<file path="config.mk">
export PLATFORM = sky130hd
export DESIGN_NAME = dmem_arbiter
export DESIGN_NICKNAME = d
export VERILOG_FILES = /design/src/rtl/dmem_arbiter.sv
export SDC_FILE = /design/constraint.sdc
export NUM_CORES = 1
export LEC_CHECK = 0
export BUFFER_PORTS_ARGS = -buffer_cell sky130_fd_sc_hd__buf_2
export CORE_MARGIN = 5
export CORE_UTILIZATION = 51
export CTS_BUF_LIST = sky130_fd_sc_hd__clkbuf_8
export CTS_CLUSTER_SIZE = 12
export DETAILED_ROUTE_END_ITERATION = 16
export GPL_TIMING_DRIVEN = 0
export PLACE_DENSITY = 0.88
export SLEW_MARGIN = 20
export SYNTH_ARGS = -nofsm -noshare
export SYNTH_HDL_FRONTEND = slang
export SYNTH_SLANG_ARGS = --single-unit
</file>
<file path="constraint.sdc">
create_clock -name clock -period 7.2 [get_ports clock]
set_input_delay 1.08 -clock clock [delete_from_list [all_inputs] [get_ports clock]]
set_output_delay 1.08 -clock clock [all_outputs]
set_load 0.05 [all_outputs]
</file>
<file path="src/rtl/dmem_arbiter.sv">
// Two-port round-robin arbiter in front of the single-port data memory (dmemory).
// Port 0 is the core load/store unit and port 1 is the debug/DMA loader. Each accepted
// request takes three cycles: IDLE (handshake), ACCESS (memory cycle), RESP (capture).
// Requests are checked for range and alignment. A rejected request never writes memory.
module dmem_arbiter #(
    parameter logic [31:0] BASE      = 32'h01000000,
    parameter int unsigned MEM_DEPTH = 32
) (
    input  logic        clock,
    input  logic        reset,

    input  logic        req0_valid,
    output logic        req0_ready,
    input  logic        req0_rw,
    input  logic [1:0]  req0_size,
    input  logic [31:0] req0_addr,
    input  logic [31:0] req0_wdata,
    output logic        resp0_valid,
    output logic [31:0] resp0_rdata,
    output logic        resp0_err,

    input  logic        req1_valid,
    output logic        req1_ready,
    input  logic        req1_rw,
    input  logic [1:0]  req1_size,
    input  logic [31:0] req1_addr,
    input  logic [31:0] req1_wdata,
    output logic        resp1_valid,
    output logic [31:0] resp1_rdata,
    output logic        resp1_err,

    output logic        mem_read_write,
    output logic [1:0]  mem_access_size,
    output logic [31:0] mem_address,
    output logic [31:0] mem_data_in,
    input  logic [31:0] mem_data_out
);

    // Range checks run in 33 bits so address arithmetic near 2^32 cannot wrap into range.
    localparam logic [32:0] Base33  = {1'b0, BASE};
    localparam logic [32:0] Depth33 = 33'(MEM_DEPTH);

    typedef enum logic [1:0] {StIdle, StAccess, StResp} state_e;

    state_e      state_q;
    logic        last_grant_q;
    logic        id_q;
    logic        rw_q;
    logic        err_q;
    logic [1:0]  size_q;
    logic [31:0] addr_q;
    logic [31:0] wdata_q;

    logic        any_valid;
    logic        grant_id;
    logic        handshake;
    logic        sel_rw;
    logic [1:0]  sel_size;
    logic [31:0] sel_addr;
    logic [31:0] sel_wdata;
    logic [32:0] sel_bytes;
    logic [32:0] sel_end;
    logic        misaligned;
    logic        out_of_range;
    logic        sel_err;
    logic [31:0] rdata_masked;
    logic [31:0] rdata_resp;

    // Round-robin grant: a lone requester wins, on a tie the port not granted last wins.
    always_comb begin
        any_valid  = req0_valid | req1_valid;
        grant_id   = (req0_valid & req1_valid) ? ~last_grant_q : req1_valid;
        req0_ready = (state_q == StIdle) & any_valid & ~grant_id & ~reset;
        req1_ready = (state_q == StIdle) & any_valid & grant_id & ~reset;
        handshake  = req0_ready | req1_ready;
    end

    // Select the granted request and classify it as good or rejected.
    always_comb begin
        sel_rw    = grant_id ? req1_rw    : req0_rw;
        sel_size  = grant_id ? req1_size  : req0_size;
        sel_addr  = grant_id ? req1_addr  : req0_addr;
        sel_wdata = grant_id ? req1_wdata : req0_wdata;
        case (sel_size)
            2'd0:    sel_bytes = 33'd1;
            2'd1:    sel_bytes = 33'd2;
            default: sel_bytes = 33'd4;
        endcase
        misaligned   = ((sel_size == 2'd1) & sel_addr[0]) |
                       (sel_size[1] & (sel_addr[1:0] != 2'b00));
        // sel_end is meaningless when the address is below BASE, but that case is
        // already rejected by the first term.
        sel_end      = {1'b0, sel_addr} - Base33 + sel_bytes;
        out_of_range = ({1'b0, sel_addr} < Base33) | (sel_end > Depth33);
        sel_err      = misaligned | out_of_range;
    end

    // Zero-extend the registered memory word to the latched access size.
    always_comb begin
        case (size_q)
            2'd0:    rdata_masked = {24'b0, mem_data_out[7:0]};
            2'd1:    rdata_masked = {16'b0, mem_data_out[15:0]};
            default: rdata_masked = mem_data_out;
        endcase
        rdata_resp = (!rw_q && !err_q) ? rdata_masked : 32'b0;
    end

    // Memory drive: latched request always presented, write strobe only during ACCESS.
    assign mem_read_write  = (state_q == StAccess) & rw_q & ~err_q & ~reset;
    assign mem_access_size = size_q;
    assign mem_address     = addr_q;
    assign mem_data_in     = wdata_q;

    // Request FSM with registered single-cycle response outputs.
    always_ff @(posedge clock) begin
        if (reset) begin
            state_q      <= StIdle;
            last_grant_q <= 1'b1;
            id_q         <= 1'b0;
            rw_q         <= 1'b0;
            err_q        <= 1'b0;
            size_q       <= 2'd0;
            addr_q       <= 32'b0;
            wdata_q      <= 32'b0;
            resp0_valid  <= 1'b0;
            resp0_rdata  <= 32'b0;
            resp0_err    <= 1'b0;
            resp1_valid  <= 1'b0;
            resp1_rdata  <= 32'b0;
            resp1_err    <= 1'b0;
        end else begin
            resp0_valid <= 1'b0;
            resp0_rdata <= 32'b0;
            resp0_err   <= 1'b0;
            resp1_valid <= 1'b0;
            resp1_rdata <= 32'b0;
            resp1_err   <= 1'b0;
            case (state_q)
                StIdle: begin
                    if (handshake) begin
                        id_q         <= grant_id;
                        rw_q         <= sel_rw;
                        size_q       <= sel_size;
                        addr_q       <= sel_addr;
                        wdata_q      <= sel_wdata;
                        err_q        <= sel_err;
                        last_grant_q <= grant_id;
                        state_q      <= StAccess;
                    end
                end
                StAccess: begin
                    state_q <= StResp;
                end
                StResp: begin
                    if (id_q) begin
                        resp1_valid <= 1'b1;
                        resp1_err   <= err_q;
                        resp1_rdata <= rdata_resp;
                    end else begin
                        resp0_valid <= 1'b1;
                        resp0_err   <= err_q;
                        resp0_rdata <= rdata_resp;
                    end
                    state_q <= StIdle;
                end
                default: begin
                    state_q <= StIdle;
                end
            endcase
        end
    end

endmodule

</file>
=== After elaboration in Yosys (flattened, before gate mapping) ===
Cells that the tools add are included.
W data, S select, Z words.

* Reductions and logical operators: 11
* Bitwise gates (word level): 22
* Eq/ne operators: 5
* Order comparisons: 2
* Mux-type cells: 12
* Add/sub/neg operators: 2

{| class="wikitable"
|+ Operators by type and width
! cell !! count
|-
| $mux W32 || 3
|-
| $pmux W32 S2 || 1
|-
| $add A33 B33 Y33 || 1
|-
| $gt A33 B6 Y1 const B || 1
|-
| $sub A32 B25 Y33 const B || 1
|-
| $lt A32 B25 Y1 const B || 1
|-
| $and A1 B1 Y1 || 11
|-
| $eq A2 B1 Y1 const B || 3
|-
| $logic_not A2 Y1 || 3
|-
| $not A1 Y1 || 6
|-
| $pmux W3 S2 || 1
|-
| $reduce_or A3 Y1 || 2
|-
| $or A1 B1 Y1 || 5
|-
| $mux W1 || 4
|-
| $mux W2 || 2
|-
| $pmux W2 S2 || 1
|-
| $eq A2 B2 Y1 const B || 1
|-
| $logic_not A1 Y1 || 2
|-
| $ne A2 B2 Y1 const B || 1
|-
| $reduce_and A2 Y1 || 1
|-
| $reduce_bool A2 Y1 || 1
|-
| $reduce_or A2 Y1 || 1
|-
| $logic_and A1 B1 Y1 || 1
|}

* Bits in registers: 140
* Output and inout bits: 137
* Word-level logic and storage cells: 68
* Bits of input ports: 170

=== Longest topological paths before layout ===
* Depth in word-level cells: 9
* Depth in mapped cells: 18
* Gate-level depth less buffers: 13

=== Worst setup path before layout ===
No wires, ideal clock.

* Path kind: input to register
* Start point: in req1_valid
* End point: reg err_q
* Stages: 16
* Setup slack: 2.791 ns
* Library setup time: 0.136 ns
* Required time: 7.064 ns
* Arrival: 4.273 ns
* Buffers on the path: 4
* Cells stage by stage: a21boi_2 -> buf_2 -> buf_2 -> buf_2 -> buf_1 -> o31ai_1 -> ha_1 -> fa_1 -> xor2_1 -> or3_1 -> nor2_1 -> a311oi_1 -> nor4_1 -> nand4_1 -> nor4_1 -> a41oi_1

* Cells in the longest elaborated chain, start to end: 9
* Elaborated cells on any way between the ends: 26
* Classes of those cells: add/sub: 2; order compare: 2; eq/ne: 1; mux: 4; bitwise: 14; reduce/logical: 3

{| class="wikitable"
|+ RTL lines
! item !! RTL line !! RTL
|-
| from (decl) || 22 || <nowiki>input logic req1_valid,</nowiki>
|-
| branches (longest 9 deep; another with $sub A32 B25 Y33) || - ||
|-
| to (signal assigned) || 146 || <nowiki>err_q <= sel_err;</nowiki>
|-
| to (decl) || 49 || <nowiki>logic err_q;</nowiki>
|}

Parallel ways; which one is timed is not known.
A chain may end at the register's enable or synchronous reset.

=== Worst setup path in the final report ===
* Start point: in req0_valid
* End point: reg err_q

* Cells in the longest elaborated chain, start to end: 9
* Elaborated cells on any way between the ends: 26
* Classes of those cells: add/sub: 2; order compare: 2; eq/ne: 1; mux: 4; bitwise: 14; reduce/logical: 3

{| class="wikitable"
|+ RTL lines
! item !! RTL line !! RTL
|-
| from (decl) || 12 || <nowiki>input logic req0_valid,</nowiki>
|-
| branches (longest 9 deep; another with $sub A32 B25 Y33) || - ||
|}

Parallel ways; which one is timed is not known.

==> results_tabular.tex <==
\begin{tabular}{lr}
\hline
Metric & Value \\
\hline
\multicolumn{2}{l}{\textbf{Min path}} \\
\quad Startpoint of the most critical hold path & mem\_data\_in[29]\$\_SDFFE\_PP0P\_ \\
\quad Number of instances on the worst hold path & 2 \\
\quad Class of the tightest hold or removal check & register to register \\
\quad Hold-critical path endpoint & mem\_data\_in[29]\$\_SDFFE\_PP0P\_ \\
\multicolumn{2}{l}{\textbf{Synthesis}} \\
\quad Mux cell area share after synthesis & 5.01\% \\
\quad Synthesized-area fraction occupied by ao, oa, aoi and oai cells & 13.8\% \\
\quad Adder-Cell Fraction of Synth Area & 0.941\% \\
\quad Fraction of synthesized cell area taken by the top area cell type & 45.8\% \\
\quad Distinct cells, synth & 50 \\
\quad Combinational family with the most area after synthesis & simple AND/OR/NAND/NOR gates \\
\quad Proportion of synthesized flip-flops having asynchronous set or reset & 0\% \\
\quad Number of flip-flops and latches in the synthesized netlist & 140 \\
\quad Synth Instances & 724 \\
\quad Area contributors post-synth & sky130\_fd\_sc\_hd\_\_dfxtp\_1 46\%, sky130\_fd\_sc\_hd\_\_nand2\_1 6.9\%, sky130\_fd\_sc\_hd\_\_nor2\_1 6.6\% \\
\quad Most used DFF post-synth & sky130\_fd\_sc\_hd\_\_dfxtp\_1 \\
\quad Avg Cell Area, Syn & 8.45 sq um \\
\quad Proportion of synthesized chip area in sequential cells & 45.8\% \\
\quad Syn Std Cell Area & 6120 sq um \\
\quad Ys Warns & 0 \\
\quad Post-synthesis cell type with the largest combined area & sky130\_fd\_sc\_hd\_\_dfxtp\_1 \\
\quad Synthesized-area fraction occupied by and/or/nand/nor cells & 29.2\% \\
\quad Net count after synthesis & 898 \\
\quad Number of enable-type register cells in the synthesized netlist & 0 \\
\quad Area share of xor/xnor cells in the synthesized design & 1.43\% \\
\multicolumn{2}{l}{\textbf{Clock tree}} \\
\quad CTS Hold Bufs & 0 \\
\quad Clk pin slew, worst setup/hold paths & 0.09 ns \\
\quad Clk buf depth & 2 \\
\quad Clock tree root buffer cell & sky130\_fd\_sc\_hd\_\_clkbuf\_8 \\
\quad Clock buffer count from CTS & 17 \\
\quad PostCTS Resize Cnt & 0 \\
\quad Total number of clock tree sinks & 140 \\
\quad CTS HTree Levels & 4 \\
\quad CTS tree & yes \\
\quad Worst-Skew Late Latency & 0.44 ns \\
\quad Number of buffers inserted to repair setup after CTS & 0 \\
\multicolumn{2}{l}{\textbf{Power and ir drop}} \\
\quad VDD IR-drop max & 0.000137 V \\
\quad Net switching power of the design & 0.746 mW \\
\quad Power after layout & 2.04 mW \\
\quad Sequential group share of total power & 41.6\% \\
\quad Internal power contribution & 1.30 mW \\
\quad Combinational fraction of design power & 25.3\% \\
\quad Part of the power in the clock network & 33.1\% \\
\quad Static power due to leakage & 4.08 nW \\
\quad Pwr Density & 247 nW/um\^{}2 \\
\quad Switching share of power & 36.5\% \\
\multicolumn{2}{l}{\textbf{Layout}} \\
\quad Antenna Diode Count & 0 \\
\quad Share of layout cells above drive strength 1 & 34.1\% \\
\quad Highest-count cells in the layout ignoring fill and taps & 314 x sky130\_fd\_sc\_hd\_\_buf\_2, 140 x sky130\_fd\_sc\_hd\_\_dfxtp\_1, 112 x sky130\_fd\_sc\_hd\_\_nand2\_1, 108 x sky130\_fd\_sc\_hd\_\_nor2\_1, 51 x sky130\_fd\_sc\_hd\_\_and2\_1 \\
\quad Filler cell count & 960 \\
\quad Area growth, synth to finish & 35.0\% \\
\quad Non-Filler Instances & 1208 \\
\quad Final Net Count & 1222 \\
\quad Commonest non-fill, non-tap cell in the layout & sky130\_fd\_sc\_hd\_\_buf\_2 \\
\multicolumn{2}{l}{\textbf{Floorplan}} \\
\quad Die outline height & 120 um \\
\quad Core Region & 11900 sq um \\
\quad Row Count & 40 \\
\quad DIE AREA & 14300 sq um \\
\quad Die width & 120 um \\
\quad Initial Utilization & 51.6\% \\
\quad I/O pin count & 307 \\
\multicolumn{2}{l}{\textbf{Routing}} \\
\quad Remaining number of nets flagged by the antenna check after routing & 0 \\
\quad DRC viols & 0 \\
\quad Vias per inst & 5.61 \\
\quad First-pass DRT Iterations & 5 \\
\quad Detail-routed net length per standard cell & 18.0 um \\
\quad 1st-iter DRT viols & 665 \\
\quad Total routed wirelength & 21800 um \\
\quad Via total after detailed routing & 6772 \\
\multicolumn{2}{l}{\textbf{Worst setup path}} \\
\quad Setup slack of the worst register-to-register path & 2.61 ns \\
\quad Required arrival time at the worst endpoint & 7.51 ns \\
\quad Largest fanout on the critical path & 10 \\
\quad RR Startpoint & last\_grant\_q\$\_SDFFE\_PP1P\_ \\
\quad Terminus of the critical flop-to-flop path & err\_q\$\_SDFFE\_PP0P\_ \\
\quad Data arrival time of the critical path & 5.31 ns \\
\quad Startpoint Class & input port \\
\quad Endpoint type of the worst setup path & register \\
\quad Crit Path Class & input port to register \\
\quad Depth of the worst register-to-register path & 16 \\
\multicolumn{2}{l}{\textbf{GRT}} \\
\quad Initial antenna violation count & 0 \\
\quad Total Routing Usage GR & 29.5\% \\
\quad Maximum number of pins on one net before global-route repair & 17 \\
\quad Final global-route overflow total & 0 \\
\quad Wire length of the first global-routing pass & 33500 um \\
\quad Number of global-route vias before repair & 6494 \\
\multicolumn{2}{l}{\textbf{Timing}} \\
\quad Final hold violation count & 0 \\
\quad Total negative slack for setup checks & 0 ns \\
\quad Setup repair after global routing missed its margin & false \\
\quad Final worst path period share & 69.5\% \\
\quad Highest clock rate & 0.200 GHz \\
\quad Final Setup Violations & 0 \\
\quad Final Max Tran Viols & 0 \\
\quad Worst setup slack after layout & 2.20 ns \\
\quad Transition time of the tightest slew-check pin & 0.691 ns \\
\quad Worst slew slack as a fraction of its limit & 52.6\% \\
\quad Worst clock skew & 0.0119 ns \\
\quad Post-route minimum period & 5.00 ns \\
\multicolumn{2}{l}{\textbf{Place}} \\
\quad Routability congestion estimate from global placement & 0.962 \\
\quad Worst setup slack after placement & 1.83 ns \\
\quad Total instance count after detailed placement & 1176 \\
\quad DP HPWL & 17000 um \\
\quad \# port buffers & 305 \\
\multicolumn{2}{l}{\textbf{Run status}} \\
\quad Run status & completed \\
\multicolumn{2}{l}{\textbf{Job}} \\
\quad Number of max-capacitance violations reported & 0 \\
\hline
\end{tabular}
cells by family (layout without fill, tap and decap cells):
family	count (synthesis)	after routing
buffers and inverters	53	390
XOR/XNOR	10	10
AO/OA/AOI/OAI	112	112
adder cells (fa/ha/maj)	4	4
AND/OR/NAND/NOR	375	375
multiplexers	30	30
flip-flops	140	140
through the flow:
| stage | instance area [sq um] | hold WS [ns] | utilization [%] |
|---|---|---|---|
| finish | 8260 | 0.496 | 69.6 |
| CTS | 8260 | 0.490 | 69.6 |
| detailed placement | 7830 | 0.476 | 66.0 |
| global route | 8260 | 0.513 | 69.6 |
| global placement | 7830 | 0.470 | 66.0 |
| floorplan | 6120 | 0.438 | - |
power by group through the flow:
stage,sequential (mW),clock [mW],combinational [mW]
2_1_floorplan,1.02,0,0.183
3_3_place_gp,0.865,0,0.506
3_5_place_dp,0.867,0,0.512
4_1_cts,0.849,0.679,0.514
5_1_grt,0.856,0.724,0.551
6_report,0.850,0.675,0.517
cell usage after synthesis, types with 2 or more instances:
cell type and number:
sky130_fd_sc_hd__xnor2_1 5, sky130_fd_sc_hd__a21o_1 4, sky130_fd_sc_hd__a21oi_1 16, sky130_fd_sc_hd__nor3_1 24, sky130_fd_sc_hd__o21a_1 3, sky130_fd_sc_hd__nand2_1 112
sky130_fd_sc_hd__nor2_1 108, sky130_fd_sc_hd__buf_2 9, sky130_fd_sc_hd__or3_1 3, sky130_fd_sc_hd__nor3b_1 2, sky130_fd_sc_hd__and3_1 20, sky130_fd_sc_hd__nor4_1 13
sky130_fd_sc_hd__buf_1 8, sky130_fd_sc_hd__a311oi_1 42, sky130_fd_sc_hd__dfxtp_1 140, sky130_fd_sc_hd__clkbuf_1 28, sky130_fd_sc_hd__o311ai_0 2, sky130_fd_sc_hd__nand3b_1 2
sky130_fd_sc_hd__mux2_2 5, sky130_fd_sc_hd__or2_2 3, sky130_fd_sc_hd__nand4_1 10, sky130_fd_sc_hd__a31oi_1 4, sky130_fd_sc_hd__o21ai_0 9, sky130_fd_sc_hd__nand3_1 17
sky130_fd_sc_hd__xor2_1 5, sky130_fd_sc_hd__nor4b_1 3, sky130_fd_sc_hd__mux2i_1 25, sky130_fd_sc_hd__and2_1 51, sky130_fd_sc_hd__ha_1 3, sky130_fd_sc_hd__a211oi_1 21
sky130_fd_sc_hd__inv_1 5, sky130_fd_sc_hd__o211ai_1 2, sky130_fd_sc_hd__buf_6 3
how the worst max path moves through the flow:
stage | start | endpoint | slack (ns)
5_1_grt | req1_valid | err_q$_SDFFE_PP0P_ | 1.82
4_1_cts | req0_valid | err_q$_SDFFE_PP0P_ | 2.29
3_3_place_gp | req1_valid | err_q$_SDFFE_PP0P_ | 1.82
3_5_place_dp | req0_valid | err_q$_SDFFE_PP0P_ | 1.83
2_1_floorplan | req1_valid | err_q$_SDFFE_PP0P_ | 2.79
6_report | req0_valid | err_q$_SDFFE_PP0P_ | 2.20
metal layers:
layer	share of wire, %	track usage (%)
met5	0	0
met4	3.6	12.8
met3	11	8.72
met2	48	50.0
met1	37	34.6
registers in the layout, summed over array words and instances (netlist names):
name	flops
resp1_rdata	32
mem_access_size	2
id_q	1
rw_q	1
resp1_valid	1
resp0_rdata	32
last_grant_q	1
state_q	2
resp0_err	1
resp1_err	1
mem_address	32
mem_data_in	32
resp0_valid	1
err_q	1
worst max-delay path, cell delays in order:
cell	delay, ns
sky130_fd_sc_hd__buf_2	0.12
sky130_fd_sc_hd__a21boi_2	0.36
sky130_fd_sc_hd__buf_2	0.32
sky130_fd_sc_hd__buf_2	0.32
sky130_fd_sc_hd__buf_2	0.29
sky130_fd_sc_hd__buf_1	0.46
sky130_fd_sc_hd__o31ai_1	0.12
sky130_fd_sc_hd__ha_1	0.22
sky130_fd_sc_hd__fa_1	0.40
sky130_fd_sc_hd__a21oi_1	0.39
sky130_fd_sc_hd__a21o_1	0.15
sky130_fd_sc_hd__buf_6	0.15
sky130_fd_sc_hd__nor4b_4	0.06
sky130_fd_sc_hd__nor4_1	0.23
sky130_fd_sc_hd__a211oi_1	0.13
sky130_fd_sc_hd__nor4_1	0.34
sky130_fd_sc_hd__a41oi_1	0.15
cell type report:
type,instances,area [sq um],area share [%]
sequential,140,2800,33.9
inverter,5,18.8,0.227
multi-input combinational,531,3080,37.3
buffer,48,214,2.59
clock buffer,17,234,2.83
tap,147,184,2.23
timing repair buffer,305,1530,18.5
clock inverter,15,195,2.36
No activity file was read; power rests on OpenSTA's default activity.
